`src/rtl/l1_refill_ctrl_pkg.sv`:
```
// Shared widths, refill FSM state encoding and line address helper for the L1 refill controller.
package l1_cache_pkg;

  localparam int unsigned NUM_SETS   = 64;
  localparam int unsigned NUM_WAYS   = 4;
  localparam int unsigned LINE_BEATS = 4;
  localparam int unsigned DATA_W     = 32;
  localparam int unsigned ADDR_W     = 32;

  localparam int unsigned INDEX_BITS = $clog2(NUM_SETS);
  localparam int unsigned WAY_BITS   = (NUM_WAYS > 1) ? $clog2(NUM_WAYS) : 1;
  localparam int unsigned BEAT_BITS  = $clog2(LINE_BEATS);
  localparam int unsigned OFF_BITS   = BEAT_BITS + $clog2(DATA_W / 8);
  localparam int unsigned TAG_BITS   = ADDR_W - INDEX_BITS - OFF_BITS;

  typedef enum logic [2:0] {
    StIdle,
    StMetaRd,
    StMetaChk,
    StWbReq,
    StWbData,
    StRfReq,
    StRfData,
    StCommit
  } refill_state_e;

  function automatic logic [ADDR_W-1:0] line_addr(input logic [TAG_BITS-1:0]   tag,
                                                  input logic [INDEX_BITS-1:0] index);
    return {tag, index, {OFF_BITS{1'b0}}};
  endfunction

endpackage

```
`src/rtl/l1_refill_ctrl_if.sv`:
```
// Memory port of the refill controller: request channel, writeback data channel, refill data.
interface l1_refill_ctrl_if;
  import l1_cache_pkg::*;

  logic              req_valid;
  logic              req_ready;
  logic              req_we;
  logic [ADDR_W-1:0] req_addr;
  logic              wvalid;
  logic              wready;
  logic [DATA_W-1:0] wdata;
  logic              rvalid;
  logic [DATA_W-1:0] rdata;

  modport master (
    output req_valid, req_we, req_addr, wvalid, wdata,
    input  req_ready, wready, rvalid, rdata
  );

  modport slave (
    input  req_valid, req_we, req_addr, wvalid, wdata,
    output req_ready, wready, rvalid, rdata
  );

endinterface

```
`src/rtl/l1_wb_skid.sv`:
```
// One-entry skid register between the data array read port and the writeback data channel.
module l1_wb_skid
  import l1_cache_pkg::*;
(
  input  logic              clk,
  input  logic              rst,
  input  logic              in_valid,
  input  logic [DATA_W-1:0] in_data,
  output logic              out_valid,
  output logic [DATA_W-1:0] out_data,
  input  logic              out_ready,
  output logic              full
);

  logic              full_q;
  logic [DATA_W-1:0] data_q;

  // Read data is only valid for one cycle, so park it when the sink stalls.
  always_ff @(posedge clk) begin
    if (rst) begin
      full_q <= 1'b0;
      data_q <= '0;
    end else if (in_valid && !full_q && !out_ready) begin
      full_q <= 1'b1;
      data_q <= in_data;
    end else if (full_q && out_ready) begin
      full_q <= 1'b0;
    end
  end

  assign out_valid = full_q | in_valid;
  assign out_data  = full_q ? data_q : in_data;
  assign full      = full_q;

endmodule

```
`src/rtl/l1_refill_ctrl.sv`:
```
// L1 miss handler: picks the victim, writes it back if dirty, refills the line and commits metadata.
module l1_refill_ctrl
  import l1_cache_pkg::*;
(
  input  logic                  clk,
  input  logic                  rst,
  input  logic                  miss_valid,
  output logic                  miss_ready,
  input  logic [ADDR_W-1:0]     miss_addr,
  output logic                  miss_done,
  output logic [WAY_BITS-1:0]   miss_way,
  output logic [INDEX_BITS-1:0] victim_index,
  input  logic [WAY_BITS-1:0]   victim_way,
  output logic                  repl_access_en,
  output logic [INDEX_BITS-1:0] repl_access_index,
  output logic [WAY_BITS-1:0]   repl_access_way,
  output logic                  meta_rd_en,
  output logic [INDEX_BITS-1:0] meta_idx,
  output logic [WAY_BITS-1:0]   meta_way,
  input  logic                  meta_rd_valid,
  input  logic                  meta_rd_dirty,
  input  logic [TAG_BITS-1:0]   meta_rd_tag,
  output logic                  meta_wr_en,
  output logic [TAG_BITS-1:0]   meta_wr_tag,
  output logic                  data_rd_en,
  output logic                  data_wr_en,
  output logic [INDEX_BITS-1:0] data_idx,
  output logic [WAY_BITS-1:0]   data_way,
  output logic [BEAT_BITS-1:0]  data_beat,
  output logic [DATA_W-1:0]     data_wdata,
  input  logic [DATA_W-1:0]     data_rdata,
  l1_refill_ctrl_if.master      mem
);

  refill_state_e         state_q;
  logic [TAG_BITS-1:0]   tag_q;
  logic [INDEX_BITS-1:0] index_q;
  logic [WAY_BITS-1:0]   way_q;
  logic [BEAT_BITS-1:0]  beat_q;
  logic [ADDR_W-1:0]     wb_addr_q;
  logic                  rd_pending_q;
  logic                  skid_full;
  logic                  last_beat;
  logic                  wb_fire;
  logic [TAG_BITS-1:0]   miss_tag;
  logic [INDEX_BITS-1:0] miss_index;
  logic                  unused_offset;

  assign miss_tag      = miss_addr[ADDR_W-1 -: TAG_BITS];
  assign miss_index    = miss_addr[OFF_BITS +: INDEX_BITS];
  assign unused_offset = ^miss_addr[OFF_BITS-1:0];
  assign last_beat     = (beat_q == BEAT_BITS'(LINE_BEATS - 1));
  assign wb_fire       = mem.wvalid & mem.wready;

  always_ff @(posedge clk) begin
    if (rst) begin
      state_q      <= StIdle;
      tag_q        <= '0;
      index_q      <= '0;
      way_q        <= '0;
      beat_q       <= '0;
      wb_addr_q    <= '0;
      rd_pending_q <= 1'b0;
    end else begin
      rd_pending_q <= data_rd_en;
      unique case (state_q)
        StIdle: begin
          if (miss_valid) begin
            tag_q   <= miss_tag;
            index_q <= miss_index;
            way_q   <= victim_way;
            state_q <= StMetaRd;
          end
        end
        StMetaRd:  state_q <= StMetaChk;
        StMetaChk: begin
          if (meta_rd_valid && meta_rd_dirty) begin
            wb_addr_q <= line_addr(meta_rd_tag, index_q);
            state_q   <= StWbReq;
          end else begin
            state_q   <= StRfReq;
          end
        end
        StWbReq: begin
          if (mem.req_ready) begin
            beat_q  <= '0;
            state_q <= StWbData;
          end
        end
        StWbData: begin
          if (wb_fire) begin
            beat_q <= beat_q + BEAT_BITS'(1);
            if (last_beat) state_q <= StRfReq;
          end
        end
        StRfReq: begin
          if (mem.req_ready) begin
            beat_q  <= '0;
            state_q <= StRfData;
          end
        end
        StRfData: begin
          if (mem.rvalid) begin
            beat_q <= beat_q + BEAT_BITS'(1);
            if (last_beat) state_q <= StCommit;
          end
        end
        StCommit: state_q <= StIdle;
        default:  state_q <= StIdle;
      endcase
    end
  end

  always_comb begin
    miss_ready        = (state_q == StIdle);
    // The replacement block answers combinationally, so present the incoming set while idle.
    victim_index      = (state_q == StIdle) ? miss_index : index_q;
    meta_rd_en        = (state_q == StMetaRd);
    meta_idx          = index_q;
    meta_way          = way_q;
    meta_wr_en        = (state_q == StCommit);
    meta_wr_tag       = tag_q;
    // Only one writeback beat in flight: read again once the previous beat has left.
    data_rd_en        = (state_q == StWbData) && !rd_pending_q && !skid_full;
    data_wr_en        = (state_q == StRfData) && mem.rvalid;
    data_idx          = index_q;
    data_way          = way_q;
    data_beat         = beat_q;
    data_wdata        = mem.rdata;
    mem.req_valid     = (state_q == StWbReq) || (state_q == StRfReq);
    mem.req_we        = (state_q == StWbReq);
    mem.req_addr      = (state_q == StWbReq) ? wb_addr_q : line_addr(tag_q, index_q);
    miss_done         = (state_q == StCommit);
    miss_way          = way_q;
    repl_access_en    = (state_q == StCommit);
    repl_access_index = index_q;
    repl_access_way   = way_q;
  end

  l1_wb_skid u_wb_skid (
    .clk       (clk),
    .rst       (rst),
    .in_valid  (rd_pending_q),
    .in_data   (data_rdata),
    .out_valid (mem.wvalid),
    .out_data  (mem.wdata),
    .out_ready (mem.wready),
    .full      (skid_full)
  );

endmodule

```
`src/flat_wrapper.sv`:
```
// flat-port wrapper written by rule: the top's interface ports become plain ports
module l1_refill_ctrl_flat import l1_cache_pkg::*;
  (clk, rst, miss_valid, miss_ready, miss_addr, miss_done, miss_way, victim_index, victim_way, repl_access_en, repl_access_index, repl_access_way, meta_rd_en, meta_idx, meta_way, meta_rd_valid, meta_rd_dirty, meta_rd_tag, meta_wr_en, meta_wr_tag, data_rd_en, data_wr_en, data_idx, data_way, data_beat, data_wdata, data_rdata, mem_req_valid, mem_req_we, mem_req_addr, mem_wvalid, mem_wdata, mem_req_ready, mem_wready, mem_rvalid, mem_rdata);
  l1_refill_ctrl_if mem_i ();
  input  logic clk;
  input  logic rst;
  input  logic miss_valid;
  output logic miss_ready;
  input  logic [ADDR_W-1:0] miss_addr;
  output logic miss_done;
  output logic [WAY_BITS-1:0] miss_way;
  output logic [INDEX_BITS-1:0] victim_index;
  input  logic [WAY_BITS-1:0] victim_way;
  output logic repl_access_en;
  output logic [INDEX_BITS-1:0] repl_access_index;
  output logic [WAY_BITS-1:0] repl_access_way;
  output logic meta_rd_en;
  output logic [INDEX_BITS-1:0] meta_idx;
  output logic [WAY_BITS-1:0] meta_way;
  input  logic meta_rd_valid;
  input  logic meta_rd_dirty;
  input  logic [TAG_BITS-1:0] meta_rd_tag;
  output logic meta_wr_en;
  output logic [TAG_BITS-1:0] meta_wr_tag;
  output logic data_rd_en;
  output logic data_wr_en;
  output logic [INDEX_BITS-1:0] data_idx;
  output logic [WAY_BITS-1:0] data_way;
  output logic [BEAT_BITS-1:0] data_beat;
  output logic [DATA_W-1:0] data_wdata;
  input  logic [DATA_W-1:0] data_rdata;
  output wire logic [$bits(mem_i.req_valid)-1:0] mem_req_valid;
  output wire logic [$bits(mem_i.req_we)-1:0] mem_req_we;
  output wire logic [$bits(mem_i.req_addr)-1:0] mem_req_addr;
  output wire logic [$bits(mem_i.wvalid)-1:0] mem_wvalid;
  output wire logic [$bits(mem_i.wdata)-1:0] mem_wdata;
  input wire logic [$bits(mem_i.req_ready)-1:0] mem_req_ready;
  input wire logic [$bits(mem_i.wready)-1:0] mem_wready;
  input wire logic [$bits(mem_i.rvalid)-1:0] mem_rvalid;
  input wire logic [$bits(mem_i.rdata)-1:0] mem_rdata;
  assign mem_req_valid = mem_i.req_valid;
  assign mem_req_we = mem_i.req_we;
  assign mem_req_addr = mem_i.req_addr;
  assign mem_wvalid = mem_i.wvalid;
  assign mem_wdata = mem_i.wdata;
  assign mem_i.req_ready = mem_req_ready;
  assign mem_i.wready = mem_wready;
  assign mem_i.rvalid = mem_rvalid;
  assign mem_i.rdata = mem_rdata;
  l1_refill_ctrl u_core (.clk(clk), .rst(rst), .miss_valid(miss_valid), .miss_ready(miss_ready), .miss_addr(miss_addr), .miss_done(miss_done), .miss_way(miss_way), .victim_index(victim_index), .victim_way(victim_way), .repl_access_en(repl_access_en), .repl_access_index(repl_access_index), .repl_access_way(repl_access_way), .meta_rd_en(meta_rd_en), .meta_idx(meta_idx), .meta_way(meta_way), .meta_rd_valid(meta_rd_valid), .meta_rd_dirty(meta_rd_dirty), .meta_rd_tag(meta_rd_tag), .meta_wr_en(meta_wr_en), .meta_wr_tag(meta_wr_tag), .data_rd_en(data_rd_en), .data_wr_en(data_wr_en), .data_idx(data_idx), .data_way(data_way), .data_beat(data_beat), .data_wdata(data_wdata), .data_rdata(data_rdata), .mem(mem_i));
endmodule
```
`config.mk`:
```
export PLATFORM = sky130hd
export DESIGN_NAME = l1_refill_ctrl_flat
export DESIGN_NICKNAME = d
export VERILOG_FILES = /design/src/rtl/l1_refill_ctrl_pkg.sv /design/src/rtl/l1_refill_ctrl_if.sv /design/src/rtl/l1_wb_skid.sv /design/src/rtl/l1_refill_ctrl.sv /design/src/flat_wrapper.sv
export SDC_FILE = /design/constraint.sdc
export NUM_CORES = 1
export LEC_CHECK = 0
export ABC_CLOCK_PERIOD_IN_PS = 2180
export CAP_MARGIN = 10
export CORE_AREA = 2 2 111 113
export CTS_BUF_LIST = sky130_fd_sc_hd__clkbuf_4
export DETAILED_ROUTE_END_ITERATION = 10
export DIE_AREA = 0 0 113 115
export HOLD_SLACK_MARGIN = 0.06
export PLACE_DENSITY = 0.88
export SLEW_MARGIN = 20
export SYNTH_ARGS = -nofsm -noshare
export SYNTH_HDL_FRONTEND = slang
export SYNTH_SLANG_ARGS = --single-unit
```
`constraint.sdc`:
```
create_clock -name clk -period 2.18 [get_ports clk]
set_clock_uncertainty 0.05 [all_clocks]
set_input_delay 0.436 -clock clk [delete_from_list [all_inputs] [get_ports clk]]
set_output_delay 0.436 -clock clk [all_outputs]
set_load 0.02 [all_outputs]
```
## Word level (Yosys, flattened, before mapping)

Index checks and enable logic that the tools add are counted.

- Bits in registers: 97
- Output and inout bits: 162
- Word-level logic and storage cells: 65

- Add/sub/neg operators: 1
- Equal/unequal tests: 16
- Multiplexer cells: 18
- Bitwise gates (word level): 2
- Reduce and logical (&&, ||, !) cells: 19

Operators by type and width:

| cell | count |
|---|---|
| 2-to-1 mux 32 bit | 2 |
| 2-to-1 mux 3 bit | 8 |
| case mux 3 bit (8 select lines) | 1 |
| == test 3 bit (second input constant) | 4 |
| != test 2 x 1 -> 1 bit (second input constant) | 5 |
| logical AND 1 bit | 7 |
| AND reduction 7 bit | 1 |
| == test 3 x 2 -> 1 bit (second input constant) | 2 |
| 2-to-1 mux 2 bit | 3 |
| 2-to-1 mux 6 bit | 1 |
| != test 2 bit (second input constant) | 3 |
| case mux 2 bit (3 select lines) | 1 |
| AND reduction 2 bit | 2 |
| AND reduction 4 bit | 1 |
| == test 3 x 1 -> 1 bit (second input constant) | 1 |
| logical NOT 1 bit | 3 |
| logical NOT 3 bit | 1 |
| nonzero test 3 bit | 1 |
| adder 2 x 1 -> 2 bit (second input constant) | 1 |
| == test 2 bit (second input constant) | 1 |
| 2-to-1 mux 1 bit | 2 |
| nonzero test 2 bit | 1 |
| OR reduction 2 bit | 1 |
| AND 1 bit | 1 |
| 2 further kinds | 2 |

## Depth between registers and ports, before layout

Gate-level depths: netlist of run 1.

- Depth in word-level cells: 4
- Depth in mapped cells: 7
- Gate-level depth less buffers: 4

## By module

A second synthesis of run 1 with hierarchy kept.

- Cells, all modules: 636
- Area, all modules: 5171.2 µm²

By module, submodules not included:

| module | instances | cells each | area each (µm²) | sequential area each (µm²) |
|---|---|---|---|---|
| l1_refill_ctrl | 1 | 457 | 3278.1 | 1281.2 |
| l1_wb_skid | 1 | 179 | 1893.1 | 660.6 |

## Worst setup path after synthesis of run 1

No wires, ideal clock.

- Path kind: register to output
- From: register u_core.state_q[1]
- To: output victim_index[0]
- Arrival: 1.316 ns
- Data required time: 1.694 ns
- Setup slack: 0.378 ns
- Stages on the path, launching flop included: 4
- Path through: dfxtp_1 > buf_2 > nor3_4 > mux2_2

- Word-level cells in the longest chain between the ends: 2

Ends and longest elaborated chain:

| what | RTL line | RTL |
|---|---|---|
| start, declared | l1_refill_ctrl.sv:35 | `refill_state_e state_q;` |
| start signal, assigned | l1_refill_ctrl.sv:57 | `state_q <= StIdle;` |
| start signal, assigned | l1_refill_ctrl.sv:72 | `state_q <= StMetaRd;` |
| start signal, assigned | l1_refill_ctrl.sv:75 | `StMetaRd: state_q <= StMetaChk;` |
| logical NOT 3 bit | -- |  |
| net miss_ready | flat_wrapper.sv:8 | `output logic miss_ready;` |
| 2-to-1 mux 6 bit | l1_refill_ctrl.sv:117 | `victim_index = (state_q == StIdle) ? miss_index : index_q;` |
| end, declared | flat_wrapper.sv:12 | `output logic [INDEX_BITS-1:0] victim_index;` |

The timed path passes the listed nets, and every way through them passes these cells.

## Worst setup path after layout of run 1

- From: register u_core.state_q[2]
- To: output victim_index[4]

- Word-level cells in the longest chain between the ends: 2

Ends and longest elaborated chain:

| what | RTL line |
|---|---|
| logical NOT 3 bit | l1_refill_ctrl.sv:117 |
| 2-to-1 mux 6 bit | l1_refill_ctrl.sv:117 |

No other way between the ends.

==> flow_metrics.py, run 1 <==
metrics = {
    "sta": {
        "finalHoldViolCount": 0,
        "finalWorstSetupSlack_ns": -0.0501,
        "rsz0062_at_grt": "true",
        "max_freq_mhz": 448,
        "period_minus_slack_ns": 2.23,
        "slew_viol_final": 0,
        "finalCritPeriodShare": 1.02,
        "setup_viol_count_final": 22,
    },
    "power": {
        "powerDensity_nw_per_um2": 574,
        "ir_worst_vdd_mv": 0.294,
        "p_leak_nw": 3.24,
    },
    "synthesis": {
        "yosysUniqueCellTypes": 38,
        "synthCells": 646,
        "yosys.area_share.simple": 0.251,
        "synth_top_cell_by_area": "dfxtp_1",
        "synthAdderAreaFrac": 0.00256,
        "synth_top_area_frac": 0.398,
        "ys_warn_count": 0,
        "muxShareOfSynthArea": 0.0907,
        "synth.most_common_cell": "nand2_1",
        "synth_top_family_by_area": "simple AND/OR/NAND/NOR gates",
        "synth_compound_area_frac": 0.112,
        "synth-edff-count": 0,
        "yosys-top-cells-area": "dfxtp_1 40%, nand2_1 21%, a21oi_1 9.6%",
        "syn_area_um2": 4880,
        "synth_xor_area_frac": 0.00179,
        "synth_seq_cells": 97,
        "synthTopCellsByCount": "270 x nand2_1, 97 x dfxtp_1, 94 x a21oi_1, 56 x buf_4, 38 x mux2_2",
        "synthArstFlopShare": 0,
        "syn_area_per_cell_um2": 7.56,
        "yosysSeqAreaShare": 0.398,
        "synth_ff_type": "dfxtp_1",
    },
    "routing": {
        "drtIter0Drc": 342,
        "routed_wl_um": 15000,
        "vias_per_cell": 4.95,
        "dr.pass1.iters": 10,
        "drc": 20,
        "wl_per_cell_um": 15.5,
        "postRouteAntennaNets": 0,
        "vias": 4769,
    },
    "grt": {
        "grt-ovfl-total": 0,
        "grt_max_degree": 55,
        "grt_antenna_before_repair": 1,
        "first_global_vias": 4386,
        "grt_usage": 0.212,
        "grt_pass1_wl_um": 21900,
    },
    "placed_design": {
        "hpwl_um": 9760,
        "gp_congestion": 0.795,
        "dp_cells": 937,
        "io_buffers": 217,
    },
    "finish": {
        "nets": 940,
        "area_growth_pct": 51.4,
        "drive_gt1_frac": 0.281,
        "instances_no_fill": 964,
        "utilization": 0.626,
        "fill_cells": 986,
    },
    "clock_tree": {
        "clk_pin_slew_ns": 0.15,
        "tritoncts": "done",
        "clk_latency_ns": 0.46,
        "clockBufferDepth": 2,
        "cts_buffers": 9,
        "cts-root-buf": "clkbuf_4",
        "h-tree-depth": 3,
        "cts_sinks": 97,
    },
    "setup_path": {
        "worstPathArrival_ns": 1.74,
        "cp.required_ns": 1.69,
        "crit_type": "reg -> out",
        "crit_path_max_fanout": 7,
        "worstSetupEndpointType": "primary output",
        "cp-start-kind": "flip-flop",
    },
    "die": {
        "initial_utilization": 0.413,
        "die_h_um": 115,
        "die_area_um2": 13000,
        "rows": 40,
        "die_w_um": 113,
        "core_area_um2": 11800,
        "io_pins": 290,
    },
    "min_path": {
        "hold_path_class": "in -> reg",
    },
    "status": {
        "outcome": "finished with violations",
        "failed_checks": "design-rule violations, negative setup slack",
    },
    "run": {
        "maxCapViolations": 0,
    },
}
-- repair_timing --
| item | 4_1_cts | 5_1_grt |
|---|---|---|
| buffers inserted | 7 | 1 |
| gates resized for setup | 355 | 136 |
| cloned | 1 | 4 |
| hold buffers | 0 | 0 |
| endpoints found under the setup margin | 80 | 75 |
| pin swaps | 1 | 43 |
-- metrics by stage --
stage / setup slack [ns] / hold slack [ns] / cell area, um2 / power [mW] / TNS [ns]
2_1_floorplan: 0.378 / 0.383 / 4890 / 2.64 / 0
3_3_place_gp: 0.00549 / 0.388 / 6840 / 3.13 / 0
3_5_place_dp: -0.00706 / 0.396 / 6840 / 3.15 / -0.0121
4_1_cts: -0.110 / 0.162 / 6960 / 4.22 / -1.03
5_1_grt: -0.171 / 0.167 / 7390 / 4.46 / -4.14
6_report: -0.0501 / 0.203 / 7390 / 4.24 / -0.355
-- critical path, stage by stage, from the launching register on --
cell and delay [ns]:
dfxtp_2 0.37, nor3_4 0.23, buf_12 0.16, buf_6 0.10
mux2_4 0.29, buf_6 0.13
-- registers in the layout, indices dropped and copies added, names as in the netlist --
| register | count |
|---|---|
| u_core.u_wb_skid.data_q | 32 |
| u_core.wb_addr_q | 28 |
| u_core.meta_wr_tag | 22 |
| u_core.data_idx | 6 |
| u_core.state_q | 3 |
| u_core.data_beat | 2 |
| u_core.data_way | 2 |
| u_core.rd_pending_q | 1 |
| u_core.u_wb_skid.full | 1 |
-- cells by family after synthesis --
kind of cell,count (synthesis)
flops,97
fa+ha+maj,1
simple gates,299
mux,39
xor+xnor,1
buf+inv,105
other cells,1
compound gates,103
-- power breakdown --
group	switching (mW)	internal (mW)
sequential	0.0662	1.84
combinational	0.624	0.644
clock	0.614	0.454
total	1.30	2.94
-- final timing paths --
path / startpoint / endpoint / slack, ns / cells past startpoint
worst max-delay path: u_core.state_q[2] / victim_index[4] / -0.05 / 5
worst min-delay path: rst / u_core.state_q[0] / 0.20 / 2
worst max register to register: u_core.u_wb_skid.full / u_core.u_wb_skid.data_q[24] / 0.33 / 7
worst min register to register: u_core.u_wb_skid.data_q[27] / u_core.u_wb_skid.data_q[27] / 0.41 / 2
-- cell usage in the layout (no fill, tap or decap), types with 2 or more instances in the layout --
cell type        instances
a21oi_1                 94
clkbuf_16                3
clkdlybuf4s50_1        138
buf_6                   46
buf_12                   7
dfxtp_1                 87
clkinv_2                 2
inv_1                    4
mux2_2                  26
clkbuf_2                 4
buf_2                   19
clkdlybuf4s15_2          2
nand4b_1                 2
nand2_1                221
bufinv_16                2
clkbuf_4                 9
mux2_4                  13
clkinv_1                 2
nand2_2                 27
nor3_1                   2
dlygate4sd2_1            2
nand2_4                 22
nor2b_1                  3
o21ai_0                  3
nor2_1                   7
buf_8                    2
buf_4                   25
nand3b_1                 2
nand2b_1                 2
and3_1                   2
dfxtp_2                  9
conb_1                   4
dlymetal6s2s_1           2
-- routing by layer --
layer / GRT usage / wire length (um) / up-vias
li1: - / - / 2361
met1: 0.247 / 5920 / 2182
met2: 0.366 / 7490 / 204
met3: 0.0606 / 1260 / 22
met4: 0.0886 / 282 / 0
met5: 0 / 0 / -
-- layout make-up --
class,instances,area [um2],share of cell area
antenna,1,2.50,0.000339
tap,147,184,0.0249
sequential,97,1960,0.265
clock inverter,7,85.1,0.0115
inverter,5,21.3,0.00288
timing repair buffer,251,2540,0.344
multi-input combinational,447,2530,0.343
clock buffer,9,67.6,0.00914
Power figures use the tool's default switching activity.
==> run 2, diff against run 1 <==
--- a/config.mk
+++ b/config.mk
@@ -7,10 +7,10 @@
 export LEC_CHECK = 0
 export ABC_CLOCK_PERIOD_IN_PS = 2180
 export CAP_MARGIN = 10
-export CORE_AREA = 2 2 111 113
+export CORE_MARGIN = 4
+export CORE_UTILIZATION = 42
 export CTS_BUF_LIST = sky130_fd_sc_hd__clkbuf_4
 export DETAILED_ROUTE_END_ITERATION = 10
-export DIE_AREA = 0 0 113 115
 export HOLD_SLACK_MARGIN = 0.06
 export PLACE_DENSITY = 0.88
 export SLEW_MARGIN = 20
==> flow_metrics.py, run 2 (same netlist as run 1, synthesis figures left out) <==
metrics = {
    "setup_path": {
        "crit_type": "reg -> out",
        "cp-start-kind": "flip-flop",
        "crit_path_max_fanout": 4,
        "worstPathArrival_ns": 1.73,
        "worstSetupEndpointType": "primary output",
        "cp.required_ns": 1.69,
    },
    "placed_design": {
        "gp_congestion": 0.787,
        "dp_cells": 932,
        "hpwl_um": 10100,
        "io_buffers": 217,
    },
    "clock_tree": {
        "cts_sinks": 97,
        "cts_buffers": 9,
        "cts-root-buf": "clkbuf_4",
        "clockBufferDepth": 2,
        "h-tree-depth": 3,
        "clk_pin_slew_ns": 0.14,
        "clk_latency_ns": 0.43,
        "tritoncts": "done",
    },
    "finish": {
        "utilization": 0.643,
        "fill_cells": 969,
        "n_antenna_cell": 0,
        "final_cell_mix": "222 x nand2_1, 139 x clkdlybuf4s50_1, 94 x a21oi_1, 89 x dfxtp_1, 40 x buf_6",
        "largest_register": "u_core.u_wb_skid.data_q",
        "layout_commonest_cell": "nand2_1",
        "largest_register_ffs": 32,
        "drive_gt1_frac": 0.281,
        "instances_no_fill": 964,
        "nets": 945,
        "area_growth_pct": 50.4,
    },
    "grt": {
        "grt_antenna_before_repair": 0,
        "grt-ovfl-total": 0,
        "grt_usage": 0.210,
        "grt_max_degree": 47,
        "grt_pass1_wl_um": 22400,
        "first_global_vias": 4626,
    },
    "power": {
        "intPower_mw": 2.87,
        "powerDensity_nw_per_um2": 573,
        "switching_power_mw": 1.33,
        "power.share.combinational": 0.307,
        "p_clk_frac": 0.237,
        "swShare": 0.317,
        "p_leak_nw": 2.94,
        "seqPwrFrac": 0.456,
        "ir_worst_vdd_mv": 0.320,
    },
    "die": {
        "die_area_um2": 13400,
        "rows": 39,
        "io_pins": 290,
        "die_w_um": 116,
        "die_h_um": 116,
        "initial_utilization": 0.428,
        "core_area_um2": 11400,
    },
    "routing": {
        "dr.pass1.iters": 4,
        "postRouteAntennaNets": 0,
        "vias": 4775,
        "wl_per_cell_um": 15.6,
        "drtIter0Drc": 243,
        "drc": 0,
        "routed_wl_um": 15100,
        "vias_per_cell": 4.95,
    },
    "sta": {
        "rsz0062_at_grt": "true",
        "fin_setup_tns_ns": -0.130,
        "finalCritPeriodShare": 1.01,
        "period_minus_slack_ns": 2.21,
        "max_freq_mhz": 452,
        "slew_viol_final": 0,
        "setup_viol_count_final": 5,
        "finalWorstSetupSlack_ns": -0.0315,
        "finalHoldViolCount": 0,
    },
    "status": {
        "outcome": "finished with violations",
        "failed_checks": "negative setup slack",
    },
    "min_path": {
        "hold_path_class": "in -> reg",
    },
    "run": {
        "maxCapViolations": 0,
    },
}
-- run 2: changes by cell type in the layout (fill, tap and decap cells not counted), moves of 4 or more --
cell / previous run / this run
mux2_2: 26 / 31
buf_6: 46 / 40
clkbuf_2: 4 / 19
mux2_4: 13 / 8
nand2_4: 22 / 12
buf_4: 25 / 17
nand2_2: 27 / 36
dfxtp_2: 9 / 5
-- run 2: worst max-delay path: stages, from the launching register on --
cell and delay (ns):
dfxtp_4 0.39, nor3_4 0.23, buf_12 0.14, buf_8 0.10, mux2_4 0.30, buf_6 0.13
-- run 2: repair_timing --
action / 4_1_cts / 5_1_grt
hold buffers: 0 / 0
resized for setup: 277 / 157
setup buffers: 9 / 2
setup endpoints to repair: 85 / 73
gates cloned: 2 / 5
pin swaps: 1 / 29
endpoints found under the hold margin: 0 / 0
-- run 2: per-layer routing --
layer | global-route usage | part of all wire
met1 | 0.239 | 0.40
met3 | 0.0642 | 0.086
met2 | 0.369 | 0.50
met5 | 0 | 0
met4 | 0.0812 | 0.018
-- run 2: power groups by stage --
stage	combinational [mW]	sequential, mW	clock (mW)
2_1_floorplan	0.652	1.98	0
5_1_grt	1.38	1.93	1.10
4_1_cts	1.20	1.91	1.03
3_3_place_gp	1.20	1.94	0
3_5_place_dp	1.21	1.94	0
6_report	1.29	1.92	0.996
-- run 2: final timing paths --
check                           depth (start not counted)                     endpoint                        from  slack (ns)
worst max-delay path                                    5              victim_index[4]           u_core.state_q[2]       -0.03
worst min-delay path                                    2  u_core.u_wb_skid.data_q[14]                         rst        0.26
worst max register to register                          8       u_core.meta_wr_tag[18]           u_core.state_q[2]        0.35
worst min register to register                          2   u_core.u_wb_skid.data_q[4]  u_core.u_wb_skid.data_q[4]        0.41
-- run 2: area by class of cell --
type,count,area (um2),area share
well taps,143,179,0.0244
repair buffers,256,2570,0.351
multi-input cells,447,2470,0.336
inverters,5,18.8,0.00256
clock inverters,6,67.6,0.00920
flip-flops and latches,97,1960,0.267
clock buffers,10,75.1,0.0102
-- run 2: stage by stage --
step | setup WS [ns] | area, um2 | hold slack [ns] | total power, mW
after floorplan | 0.378 | 4890 | 0.383 | 2.64
after detailed placement | -0.0142 | 6840 | 0.394 | 3.15
final | -0.0315 | 7340 | 0.260 | 4.21
after global routing | -0.123 | 7340 | 0.226 | 4.40
after CTS | -0.179 | 6960 | 0.209 | 4.14
after global placement | -0.0124 | 6840 | 0.389 | 3.14
==> run 3, diff against run 2 <==
--- a/config.mk
+++ b/config.mk
@@ -13,7 +13,6 @@
 export DETAILED_ROUTE_END_ITERATION = 10
 export HOLD_SLACK_MARGIN = 0.06
 export PLACE_DENSITY = 0.88
-export SLEW_MARGIN = 20
 export SYNTH_ARGS = -nofsm -noshare
 export SYNTH_HDL_FRONTEND = slang
 export SYNTH_SLANG_ARGS = --single-unit
==> results of run 3 <==
No change in the layout: final DEF, timing and power equal those of run 2.
